--- config.mk ---
export PLATFORM = sky130hd
export DESIGN_NAME = pe_layer_sequencer
export DESIGN_NICKNAME = d
export VERILOG_FILES = /design/src/rtl/pe_seq_pkg.sv /design/src/rtl/pe_seq_addr_gen.sv /design/src/rtl/pe_layer_sequencer.sv
export SDC_FILE = /design/constraint.sdc
export NUM_CORES = 1
export LEC_CHECK = 0
export ABC_AREA = 1
export BUFFER_PORTS_ARGS = -buffer_cell sky130_fd_sc_hd__buf_4
export CORE_MARGIN = 2
export CORE_UTILIZATION = 43
export DETAILED_ROUTE_END_ITERATION = 10
export GPL_TIMING_DRIVEN = 0
export PLACE_DENSITY = 0.81
export RECOVER_POWER = 50
export SYNTH_ARGS = -nofsm -noshare
export SYNTH_HDL_FRONTEND = slang
export SYNTH_SLANG_ARGS = --single-unit
--- constraint.sdc ---
create_clock -name clock -period 1.4 [get_ports clock]
set_input_delay 0.14 -clock clock [delete_from_list [all_inputs] [get_ports clock]]
set_output_delay 0.14 -clock clock [all_outputs]
set_load 0.1 [all_outputs]
--- src/rtl/pe_seq_pkg.sv ---
// Shared constants for the PE layer sequencer: default widths, WAIT_PE timeout, FSM encodings.
package pe_seq_pkg;

  localparam int DEF_DATA_W = 32;
  localparam int DEF_CNT_W  = 10;
  localparam int PE_TIMEOUT = 4096;

  localparam logic [2:0] S_IDLE    = 3'd0;
  localparam logic [2:0] S_ISSUE   = 3'd1;
  localparam logic [2:0] S_STREAM  = 3'd2;
  localparam logic [2:0] S_WAIT_PE = 3'd3;
  localparam logic [2:0] S_EMIT    = 3'd4;
  localparam logic [2:0] S_DONE    = 3'd5;

endpackage

--- src/rtl/pe_seq_addr_gen.sv ---
// Pair index, neuron index and weight base address for the layer walk.
// The weight base advances by NUM_INPUTS per neuron, which avoids a multiplier.
module pe_seq_addr_gen
  import pe_seq_pkg::*;
#(
  parameter int NUM_INPUTS  = 784,
  parameter int NUM_NEURONS = 10,
  parameter int W_AW        = $clog2(NUM_INPUTS * NUM_NEURONS),
  parameter int X_AW        = $clog2(NUM_INPUTS),
  parameter int N_AW        = $clog2(NUM_NEURONS)
) (
  input  logic            clock,
  input  logic            reset,
  input  logic            clr_i,
  input  logic            step_i,
  input  logic            next_i,
  output logic [X_AW-1:0] idx_o,
  output logic [N_AW-1:0] neuron_o,
  output logic [W_AW-1:0] w_base_o,
  output logic            last_pair_o,
  output logic            last_neuron_o
);

  logic [X_AW-1:0] idx_q, idx_d;
  logic [N_AW-1:0] neuron_q, neuron_d;
  logic [W_AW-1:0] w_base_q, w_base_d;

  assign last_pair_o   = (idx_q == X_AW'(NUM_INPUTS - 1));
  assign last_neuron_o = (neuron_q == N_AW'(NUM_NEURONS - 1));

  always_comb begin
    idx_d    = idx_q;
    neuron_d = neuron_q;
    w_base_d = w_base_q;
    if (clr_i) begin
      idx_d    = '0;
      neuron_d = '0;
      w_base_d = '0;
    end else if (next_i) begin
      idx_d    = '0;
      neuron_d = neuron_q + N_AW'(1);
      w_base_d = w_base_q + W_AW'(NUM_INPUTS);
    end else if (step_i && !last_pair_o) begin
      idx_d = idx_q + X_AW'(1);
    end
  end

  always_ff @(posedge clock) begin
    if (reset) begin
      idx_q    <= '0;
      neuron_q <= '0;
      w_base_q <= '0;
    end else begin
      idx_q    <= idx_d;
      neuron_q <= neuron_d;
      w_base_q <= w_base_d;
    end
  end

  assign idx_o    = idx_q;
  assign neuron_o = neuron_q;
  assign w_base_o = w_base_q;

endmodule

--- src/rtl/pe_layer_sequencer.sv ---
// Walks one PE through a fully connected layer: streams bias + weight/activation pairs per neuron,
// waits for the PE result and hands it out over valid/ready; aborts with a sticky err on timeout.
module pe_layer_sequencer
  import pe_seq_pkg::*;
#(
  parameter int NUM_INPUTS  = 784,
  parameter int NUM_NEURONS = 10,
  parameter int DATA_W      = DEF_DATA_W,
  parameter int CNT_W       = DEF_CNT_W,
  parameter int TIMEOUT     = PE_TIMEOUT,
  parameter int W_AW        = $clog2(NUM_INPUTS * NUM_NEURONS),
  parameter int X_AW        = $clog2(NUM_INPUTS),
  parameter int N_AW        = $clog2(NUM_NEURONS)
) (
  input  logic              clock,
  input  logic              reset,
  input  logic              start,
  output logic              busy,
  output logic              layer_done,
  output logic              err,
  output logic              w_rd_en,
  output logic [W_AW-1:0]   w_addr,
  input  logic [DATA_W-1:0] w_data,
  output logic              x_rd_en,
  output logic [X_AW-1:0]   x_addr,
  input  logic [DATA_W-1:0] x_data,
  output logic [N_AW-1:0]   b_addr,
  input  logic [DATA_W-1:0] b_data,
  output logic [DATA_W-1:0] pe_w,
  output logic [DATA_W-1:0] pe_x,
  output logic [DATA_W-1:0] pe_b,
  output logic [CNT_W-1:0]  pe_count,
  output logic              pe_head,
  input  logic [DATA_W-1:0] pe_out,
  input  logic              pe_done,
  output logic              res_valid,
  input  logic              res_ready,
  output logic [N_AW-1:0]   res_index,
  output logic [DATA_W-1:0] res_data
);

  localparam int TO_W = $clog2(TIMEOUT + 1);

  logic [2:0]        state_q, state_d;
  logic              err_q, err_d;
  logic              res_valid_q, res_valid_d;
  logic [N_AW-1:0]   res_index_q, res_index_d;
  logic [DATA_W-1:0] res_data_q, res_data_d;
  logic [TO_W-1:0]   wait_cnt_q, wait_cnt_d;
  logic              iss_done_q, rd_vld_q, head_d1_q, last_d1_q, pe_head_q, pe_last_q;
  logic [DATA_W-1:0] pe_w_q, pe_x_q, pe_b_q;

  logic [X_AW-1:0]   idx;
  logic [N_AW-1:0]   neuron;
  logic [W_AW-1:0]   w_base;
  logic              last_pair, last_neuron;
  logic              start_ok, rd_en, capture, handshake, next_neuron;

  assign start_ok    = start && (state_q == S_IDLE);
  assign rd_en       = (state_q == S_ISSUE) || ((state_q == S_STREAM) && !iss_done_q);
  // Capture is gated by state so an abort flushes any read still in flight.
  assign capture     = rd_vld_q && (state_q == S_STREAM);
  assign handshake   = (state_q == S_EMIT) && res_valid_q && res_ready;
  assign next_neuron = handshake && !last_neuron;

  pe_seq_addr_gen #(
    .NUM_INPUTS (NUM_INPUTS),
    .NUM_NEURONS(NUM_NEURONS),
    .W_AW       (W_AW),
    .X_AW       (X_AW),
    .N_AW       (N_AW)
  ) u_addr_gen (
    .clock        (clock),
    .reset        (reset),
    .clr_i        (start_ok),
    .step_i       (rd_en),
    .next_i       (next_neuron),
    .idx_o        (idx),
    .neuron_o     (neuron),
    .w_base_o     (w_base),
    .last_pair_o  (last_pair),
    .last_neuron_o(last_neuron)
  );

  always_comb begin
    state_d     = state_q;
    err_d       = err_q;
    res_valid_d = res_valid_q;
    res_index_d = res_index_q;
    res_data_d  = res_data_q;
    wait_cnt_d  = '0;
    case (state_q)
      S_IDLE: begin
        if (start) begin
          state_d = S_ISSUE;
          err_d   = 1'b0;
        end
      end
      S_ISSUE: state_d = S_STREAM;
      S_STREAM: begin
        if (pe_done) begin
          err_d   = 1'b1;
          state_d = S_IDLE;
        end else if (pe_last_q) begin
          state_d = S_WAIT_PE;
        end
      end
      S_WAIT_PE: begin
        if (pe_done) begin
          res_valid_d = 1'b1;
          res_index_d = neuron;
          res_data_d  = pe_out;
          state_d     = S_EMIT;
        end else if (wait_cnt_q == TO_W'(TIMEOUT - 1)) begin
          err_d       = 1'b1;
          res_valid_d = 1'b0;
          state_d     = S_IDLE;
        end else begin
          wait_cnt_d = wait_cnt_q + TO_W'(1);
        end
      end
      S_EMIT: begin
        if (res_ready) begin
          res_valid_d = 1'b0;
          state_d     = last_neuron ? S_DONE : S_ISSUE;
        end
      end
      S_DONE:  state_d = S_IDLE;
      default: state_d = S_IDLE;
    endcase
  end

  always_ff @(posedge clock) begin
    if (reset) begin
      state_q     <= S_IDLE;
      err_q       <= 1'b0;
      res_valid_q <= 1'b0;
      res_index_q <= '0;
      res_data_q  <= '0;
      wait_cnt_q  <= '0;
      iss_done_q  <= 1'b0;
      rd_vld_q    <= 1'b0;
      head_d1_q   <= 1'b0;
      last_d1_q   <= 1'b0;
      pe_head_q   <= 1'b0;
      pe_last_q   <= 1'b0;
      pe_w_q      <= '0;
      pe_x_q      <= '0;
      pe_b_q      <= '0;
    end else begin
      state_q     <= state_d;
      err_q       <= err_d;
      res_valid_q <= res_valid_d;
      res_index_q <= res_index_d;
      res_data_q  <= res_data_d;
      wait_cnt_q  <= wait_cnt_d;
      if (start_ok || next_neuron) iss_done_q <= 1'b0;
      else if (rd_en && last_pair)  iss_done_q <= 1'b1;
      rd_vld_q  <= rd_en;
      head_d1_q <= (state_q == S_ISSUE);
      last_d1_q <= rd_en && last_pair;
      pe_head_q <= capture && head_d1_q;
      pe_last_q <= capture && last_d1_q;
      if (capture) begin
        pe_w_q <= w_data;
        pe_x_q <= x_data;
      end
      if (capture && head_d1_q) pe_b_q <= b_data;
    end
  end

  assign busy       = (state_q != S_IDLE);
  assign layer_done = (state_q == S_DONE);
  assign err        = err_q;
  assign w_rd_en    = rd_en;
  assign x_rd_en    = rd_en;
  assign w_addr     = rd_en ? (w_base + W_AW'(idx)) : '0;
  assign x_addr     = rd_en ? idx : '0;
  assign b_addr     = busy ? neuron : '0;
  assign pe_w       = pe_w_q;
  assign pe_x       = pe_x_q;
  assign pe_b       = pe_b_q;
  assign pe_count   = busy ? CNT_W'(NUM_INPUTS) : '0;
  assign pe_head    = pe_head_q;
  assign res_valid  = res_valid_q;
  assign res_index  = res_index_q;
  assign res_data   = res_data_q;

endmodule

==> impl_metrics.json, run 1 <==
{
  "cts_buffer_depth": 2,
  "cts_buffers": 17,
  "synth.most_common_cell": "nor2_1",
  "num_rows": 47,
  "flow.first_error": "[ERROR GRT-0232] Routing congestion too high. Check the congestion heatmap in the GUI.",
  "yosysWarnings": 0,
  "yosys.area.top_type": "dfxtp_1",
  "pre_cts_slack_ns": -0.626,
  "status": "aborted with a tool error",
  "syn_area_um2": 7290,
  "dieWidth_um": 134,
  "synth_area_leaders": "dfxtp_1, nor2_1, nand2_1",
  "synthDistinctLibCells": 34,
  "synthArstFlopShare_pct": 0,
  "grt_max_degree": 19,
  "endpoint_type": "top-level output",
  "track_usage_pct": 62.9,
  "ios": 309,
  "io_buffers": 300,
  "hpwl_um": 17000,
  "ys_seq_area_share_pct": 49.2,
  "synth_edf_count": 0,
  "synthFlopType": "dfxtp_1",
  "initial_core_util_pct": 43.9,
  "worst_endpoint": "w_addr[10]",
  "synthCells": 979,
  "syn-mean-instance-area_um2": 7.44,
  "cts_max_level": 4,
  "clock-root-buffer": "clkbuf_16",
  "lastStage": "global routing",
  "gp_congestion": 0.843,
  "die_y_um": 134,
  "cts_sinks": 179,
  "synth_seq_cells": 179,
  "synth.top_cell.area_share_pct": 49.2,
  "grt-ovfl-total": 2,
  "synth_commonest_cells": "nor2_1, dfxtp_1, nand2_1"
}
[routing by layer]
metal  global-route usage, %  GRT overflow
met1                    57.8             0
met3                    37.1             0
met4                    69.8             0
met2                    90.5             2
met5                    8.33             0
[through the flow]
| stage | area [µm²] | setup TNS [ns] | instances |
|---|---|---|---|
| floorplan | 7670 | -19.56 | 985 |
| global placement | 10200 | -72.51 | 1505 |
| detailed placement | 10200 | -75.39 | 1505 |
| CTS | 14400 | -66.28 | 1743 |
[cells by family after synthesis]
logic type | Yosys count | synth area share [%]
flops | 179 | 49.2
simple gates | 460 | 26.0
buf+inv | 122 | 7.74
other cells | 1 | 0.0515
fa+ha+maj | 12 | 2.16
compound gates | 191 | 13.2
xor+xnor | 14 | 1.68
[repair_timing]
action	in CTS
gates cloned	20
setup endpoints to repair	211
hold buffers	127
hold endpoints to repair	127
gates resized for setup	417
buffers inserted	59
pin swaps	58
==> inputs of run 2 (changes only) <==
CORE_UTILIZATION = 40   (was 43)
PLACE_DENSITY = unset   (was 0.81)
PLACE_DENSITY_LB_ADDON = 0.15   (was unset)
clock period = 1.8 ns   (was 1.4 ns; I/O delays follow)
==> impl_metrics.json, run 2 <==
{
  "status": "complete, but fails checks",
  "violations": "negative setup slack",
  "coreArea_um2": 17900,
  "dieWidth_um": 139,
  "p_leak_nw": 5.66,
  "ys_seq_area_share_pct": 49.2,
  "clock-root-buffer": "clkbuf_16",
  "antenna_cells": 0,
  "worstSetupEndpointType": "output pin",
  "cts_max_level": 4,
  "synth_edf_count": 0,
  "yosysWarnings": 0,
  "cts_buffers": 17,
  "grt_pass1_vias": 7989,
  "setup_viol": 80,
  "critPathLaunchType": "flip-flop",
  "ir_drop_v": 0.000808,
  "initial_core_util_pct": 40.7,
  "hpwl_um": 17100,
  "gp_congestion": 0.864,
  "synthCells": 979,
  "insertion_delay_ns": 0.43,
  "timing.final.ws_setup_ns": -0.486,
  "antenna_found_initial": 0,
  "cts_tree": "built",
  "placed_area_um2": 10200,
  "finClkSkew_ns": 0.0111,
  "drive_above_1_share_pct": 43.6,
  "cts_sinks": 179,
  "pre_cts_slack_ns": -0.229,
  "layout_commonest_cell": "buf_4",
  "yosys.area.top_type": "dfxtp_1",
  "track_usage_pct": 25.5,
  "fill_cells": 1249,
  "p_total_w": 0.0151,
  "dr.pass1.iters": 5,
  "synthFlopType": "dfxtp_1",
  "synth.top_cell.area_share_pct": 49.2,
  "cp.required_ns": 1.62,
  "maxCapViolCount": 0,
  "final_cell_mix": "buf_4, dfxtp_1, nand2_1",
  "place_inst": 1514,
  "min_path_type": "in -> reg",
  "die_y_um": 139,
  "vias_per_cell": 5.03,
  "synthArstFlopShare_pct": 0,
  "worst_pin_slew_ns": 0.816,
  "io_buffers": 300,
  "drt_iter0_drc": 434,
  "finalNetCount": 1593,
  "dieArea_um2": 19300,
  "synth_seq_cells": 179,
  "post-route-period-util_pct": 127,
  "syn_area_um2": 7290,
  "ios": 309,
  "postRouteAntennaNets": 0,
  "r2r_slack_ns": -0.09,
  "rsz0062_at_grt": "yes",
  "wl_per_cell_um": 16.8,
  "fin_setup_tns_ns": -8.28,
  "synth_commonest_cells": "nor2_1, dfxtp_1, nand2_1",
  "crit_type": "reg -> out",
  "cellPowerDensity_nw_per_um2": 1120,
  "fin_crit_ns": 2.29,
  "slew_violations": 0,
  "cts_buffer_depth": 2,
  "slew_headroom_pct": 45.6,
  "fin_cells": 1690,
  "finalWirelength_um": 28400,
  "vias": 8502,
  "grt_max_degree": 18,
  "crit_fanout": 3,
  "num_rows": 49,
  "area.growth.synth_to_final_pct": 84.5,
  "synth.most_common_cell": "nor2_1",
  "clock.fmax_ghz": 0.437,
  "fin_area_um2": 13400,
  "grt_first_pass_wirelength_um": 40200,
  "worstPathArrival_ns": 2.11,
  "grt-ovfl-total": 0,
  "synth_area_leaders": "dfxtp_1, nor2_1, nand2_1",
  "syn-mean-instance-area_um2": 7.44,
  "drc": 0,
  "hold_viol": 0,
  "path_clk_slew_ns": 0.07,
  "synthDistinctLibCells": 34
}
[run 2: cell families after synthesis]
family / after synthesis / share of synthesized area (%)
AND/OR/NAND/NOR: 460 / 26.0
AO/OA/AOI/OAI: 191 / 13.2
flip-flops: 179 / 49.2
buffers and inverters: 122 / 7.74
XOR/XNOR: 14 / 1.68
adder cells (fa/ha/maj): 12 / 2.16
other: 1 / 0.0515
[run 2: cell type report]
cell class	instances	area (µm²)	share of cell area, %
plain buffers	64	573	4.26
clock buffers	17	425	3.16
clock inverters	15	166	1.24
inverters	57	246	1.83
multi-input cells	684	4080	30.3
flip-flops and latches	179	3620	27.0
well taps	229	287	2.13
repair buffers	445	4050	30.1
[run 2: worst paths after layout]
| kind | end | cells after the start | from |
|---|---|---|---|
| worst max-delay path | w_addr[10] | 9 | u_addr_gen.idx_o[4]$_SDFFE_PP0P_ |
| worst min-delay path | res_data[1]$_SDFFE_PP0N_ | 3 | pe_out[1] |
| worst max register to register | u_addr_gen.neuron_o[2]$_SDFFE_PP0P_ | 14 | state_q[0]$_SDFFE_PP0P_ |
| worst min register to register | pe_last_q$_SDFF_PP0_ | 2 | last_d1_q$_SDFF_PP0_ |
[run 2: power by group]
group	internal (W)	switching (W)	total, W
Clock	0.00209	0.00173	0.00382
Sequential	0.00423	0.000174	0.00440
Combinational	0.00238	0.00449	0.00688
Total	0.00870	0.00640	0.0151
[run 2: per-stage QoR]
step	utilization (%)	hold WS [ns]
floorplan	-	0.315
detailed placement	56.7	0.405
global placement	56.7	0.399
global route	75.1	-0.00608
CTS	69.4	0.0000580
finish	75.1	0.00868
[run 2: routing by layer]
layer	vias up	global-route usage, %	share of wire [%]
met5	-	0	0
met4	0	9.09	3.3
met3	70	6.53	6.6
met2	334	45.2	51
met1	4016	29.8	39
li1	4082	-	-
[run 2: worst max-delay path: stages (launching register included)]
cell and delay (ns):
dfxtp_4 0.36, ha_4 0.16, fa_2 0.36, nand3_2 0.10
nand3_4 0.09, nand2_2 0.08, a21oi_2 0.07, xor2_2 0.16
nor2_4 0.12, buf_12 0.18
[run 2: repair_timing]
item | CTS | global route
pin swaps | 26 | 76
hold endpoints to repair | 73 | 8
setup buffers | 35 | 24
gates resized for setup | 177 | 272
setup endpoints to repair | 145 | 149
gates cloned | 0 | 12
hold buffers | 73 | 8
Note: power is estimated with default switching activity, not from simulation.
==> inputs of run 3 (changes only) <==
ABC_AREA = unset   (was 1)
CORE_ASPECT_RATIO = 0.8   (was unset)
TNS_END_PERCENT = 10   (was unset)
==> impl_metrics.json, run 3 <==
{
  "status": "complete, but fails checks",
  "violations": "negative setup slack",
  "finClkSkew_ns": 0.0108,
  "fin_cells": 1577,
  "clock.fmax_ghz": 0.385,
  "wl_per_cell_um": 16.0,
  "path_cells": "ha_4, fa_2, a211oi_4, o21bai_1, a21oi_2, mux2i_4, buf_12",
  "cp.required_ns": 1.62,
  "crit_fanout": 2,
  "synthCells": 898,
  "insertion_delay_ns": 0.43,
  "grt_max_degree": 17,
  "power.net_switching_w": 0.00251,
  "io_buffers": 299,
  "power_frac_seq_pct": 43.0,
  "die_y_um": 124,
  "yosys.area.top_type": "dfxtp_1",
  "critPathLaunchType": "flip-flop",
  "fin_area_um2": 12100,
  "place_inst": 1428,
  "drc": 0,
  "synthDistinctLibCells": 52,
  "slowest_stage": "fa_2",
  "worst_pin_slew_ns": 0.612,
  "synth_commonest_cells": "nand2_1, dfxtp_1, a21oi_1",
  "cts_tree": "built",
  "path_clk_slew_ns": 0.07,
  "ios": 309,
  "slew_violations": 0,
  "drt_iter0_drc": 475,
  "path_buf_inv": 1,
  "synth_area_leaders": "dfxtp_1, nand2_1, a21oi_1",
  "cts_max_level": 4,
  "rsz0062_at_grt": "yes",
  "clock-root-buffer": "clkbuf_16",
  "dr.pass1.iters": 5,
  "p_leak_nw": 4.84,
  "antenna_found_initial": 0,
  "ir_drop_v": 0.000702,
  "slew_headroom_pct": 59.2,
  "p_int_w": 0.00682,
  "post-route-period-util_pct": 144,
  "hpwl_um": 17000,
  "track_usage_pct": 25.0,
  "dieArea_um2": 19100,
  "postRouteAntennaNets": 0,
  "setup_viol": 47,
  "worstPathArrival_ns": 2.42,
  "layout_commonest_cell": "nand2_1",
  "ys_seq_area_share_pct": 49.9,
  "vias_per_cell": 4.95,
  "final_cell_mix": "nand2_1, dfxtp_1, buf_4",
  "fill_cells": 1430,
  "finalWirelength_um": 25200,
  "synth_edf_count": 0,
  "r2r_slack_ns": -0.15,
  "gp_congestion": 0.827,
  "cts_sinks": 179,
  "synthFlopType": "dfxtp_1",
  "hold_viol": 0,
  "antenna_cells": 0,
  "fin_crit_ns": 2.60,
  "cellPowerDensity_nw_per_um2": 773,
  "grt-ovfl-total": 0,
  "p_clk_share_pct": 41.5,
  "syn_area_um2": 7190,
  "grt_first_pass_wirelength_um": 37800,
  "vias": 7800,
  "drive_above_1_share_pct": 35.0,
  "yosysWarnings": 0,
  "num_rows": 43,
  "synthArstFlopShare_pct": 0,
  "worstSetupEndpointType": "output pin",
  "crit_type": "reg -> out",
  "cts_buffers": 17,
  "cts_buffer_depth": 2,
  "swShare_pct": 26.9,
  "maxCapViolCount": 0,
  "area.growth.synth_to_final_pct": 67.8,
  "placed_area_um2": 9880,
  "synth.top_cell.area_share_pct": 49.9,
  "slowest_delay_ns": 0.40,
  "synth_seq_cells": 179,
  "finalNetCount": 1484,
  "coreArea_um2": 17500,
  "syn-mean-instance-area_um2": 8.00,
  "grt_pass1_vias": 7427,
  "min_path_type": "in -> reg",
  "p_total_w": 0.00932,
  "initial_core_util_pct": 41.1,
  "synth.most_common_cell": "nand2_1",
  "dieWidth_um": 154,
  "critPathTopFamily": "compound AO/OA/AOI/OAI gates",
  "comb_power_share_pct": 15.5,
  "timing.final.ws_setup_ns": -0.796
}
==> run 3: cell count changes in the layout (fill, tap and decap cells not counted), moves of 41 or more <==
| cell | change |
|---|---|
| nor2_1 | -112 |
| a21oi_1 | +83 |
| buf_4 | -41 |
| clkbuf_2 | +52 |
| nand2_1 | +115 |
| o21ai_0 | -53 |
==> run 3: cell type report <==
cell class,instances,area (µm²),share of cell area (%)
plain buffers,71,453,3.76
clock buffers,19,433,3.59
clock inverters,13,176,1.46
inverters,12,52.6,0.436
multi-input cells,642,3620,30.0
flip-flops and latches,179,3610,29.9
well taps,225,282,2.33
repair buffers,416,3430,28.4
==> run 3: what timing repair did <==
item,CTS,global route
gates resized for setup,162,56
hold endpoints to repair,95,1
setup buffers,14,6
pin swaps,21,18
setup endpoints to repair,191,172
gates cloned,1,0
hold buffers,95,1
==> run 3: power groups by stage <==
stage	logic (W)	registers (W)	clock network [W]
CTS	0.00138	0.00401	0.00391
global placement	0.00107	0.00411	0
finish	0.00144	0.00401	0.00387
global route	0.00151	0.00402	0.00408
detailed placement	0.00107	0.00411	0
floorplan	0.000490	0.00431	0
==> run 3: worst reg2reg max path, stage by stage (launching register included) <==
cell	delay, ns
dfxtp_2	0.34
clkbuf_1	0.24
nand2b_4	0.23
a21o_4	0.25
buf_4	0.16
or4_1	0.50
a21oi_1	0.15
==> run 3: final timing paths <==
| check | cells past startpoint | to | from |
|---|---|---|---|
| max | 7 | w_addr[10] | u_addr_gen.idx_o[4]$_SDFFE_PP0P_ |
| min | 3 | pe_b[25]$_SDFFE_PP0P_ | b_data[25] |
| max reg2reg | 6 | u_addr_gen.idx_o[7]$_SDFFE_PP0P_ | state_q[1]$_SDFFE_PP0P_ |
| min reg2reg | 2 | res_data[2]$_SDFFE_PP0N_ | res_data[2]$_SDFFE_PP0N_ |
==> run 3: cell families (layout without fill, tap and decap cells) <==
family                   after synthesis  after routing  share of synthesized area (%)
AND/OR/NAND/NOR                      404            404                           24.3
AO/OA/AOI/OAI                        191            191                           14.7
flip-flops                           179            179                           49.9
buffers and inverters                 83            531                           5.31
XOR/XNOR                              23             23                           2.80
adder cells (fa/ha/maj)               12             12                           2.19
multiplexers                           5              5                          0.714
other                                  1              7                         0.0522
==> run 3: stage by stage <==
step                      hold slack, ns  TNS (ns)  util (%)  worst slack, ns
final                            0.00781    -16.07      69.0           -0.796
after CTS                       0.000210    -12.64      69.6           -0.819
after global placement             0.426    -33.54      56.5           -0.493
after floorplan                    0.316    -12.83         -           -0.538
after global routing            0.000871    -26.54      69.0           -0.852
after detailed placement           0.435    -33.93      56.5           -0.515
==> run 3: metal layers <==
metal | wire length [µm] | track usage, % | part of all wire, %
met1 | 10300 | 30.1 | 41
met4 | 412 | 6.78 | 1.6
met2 | 12400 | 44.2 | 49
met5 | 0 | 0 | 0
met3 | 2030 | 7.34 | 8.1
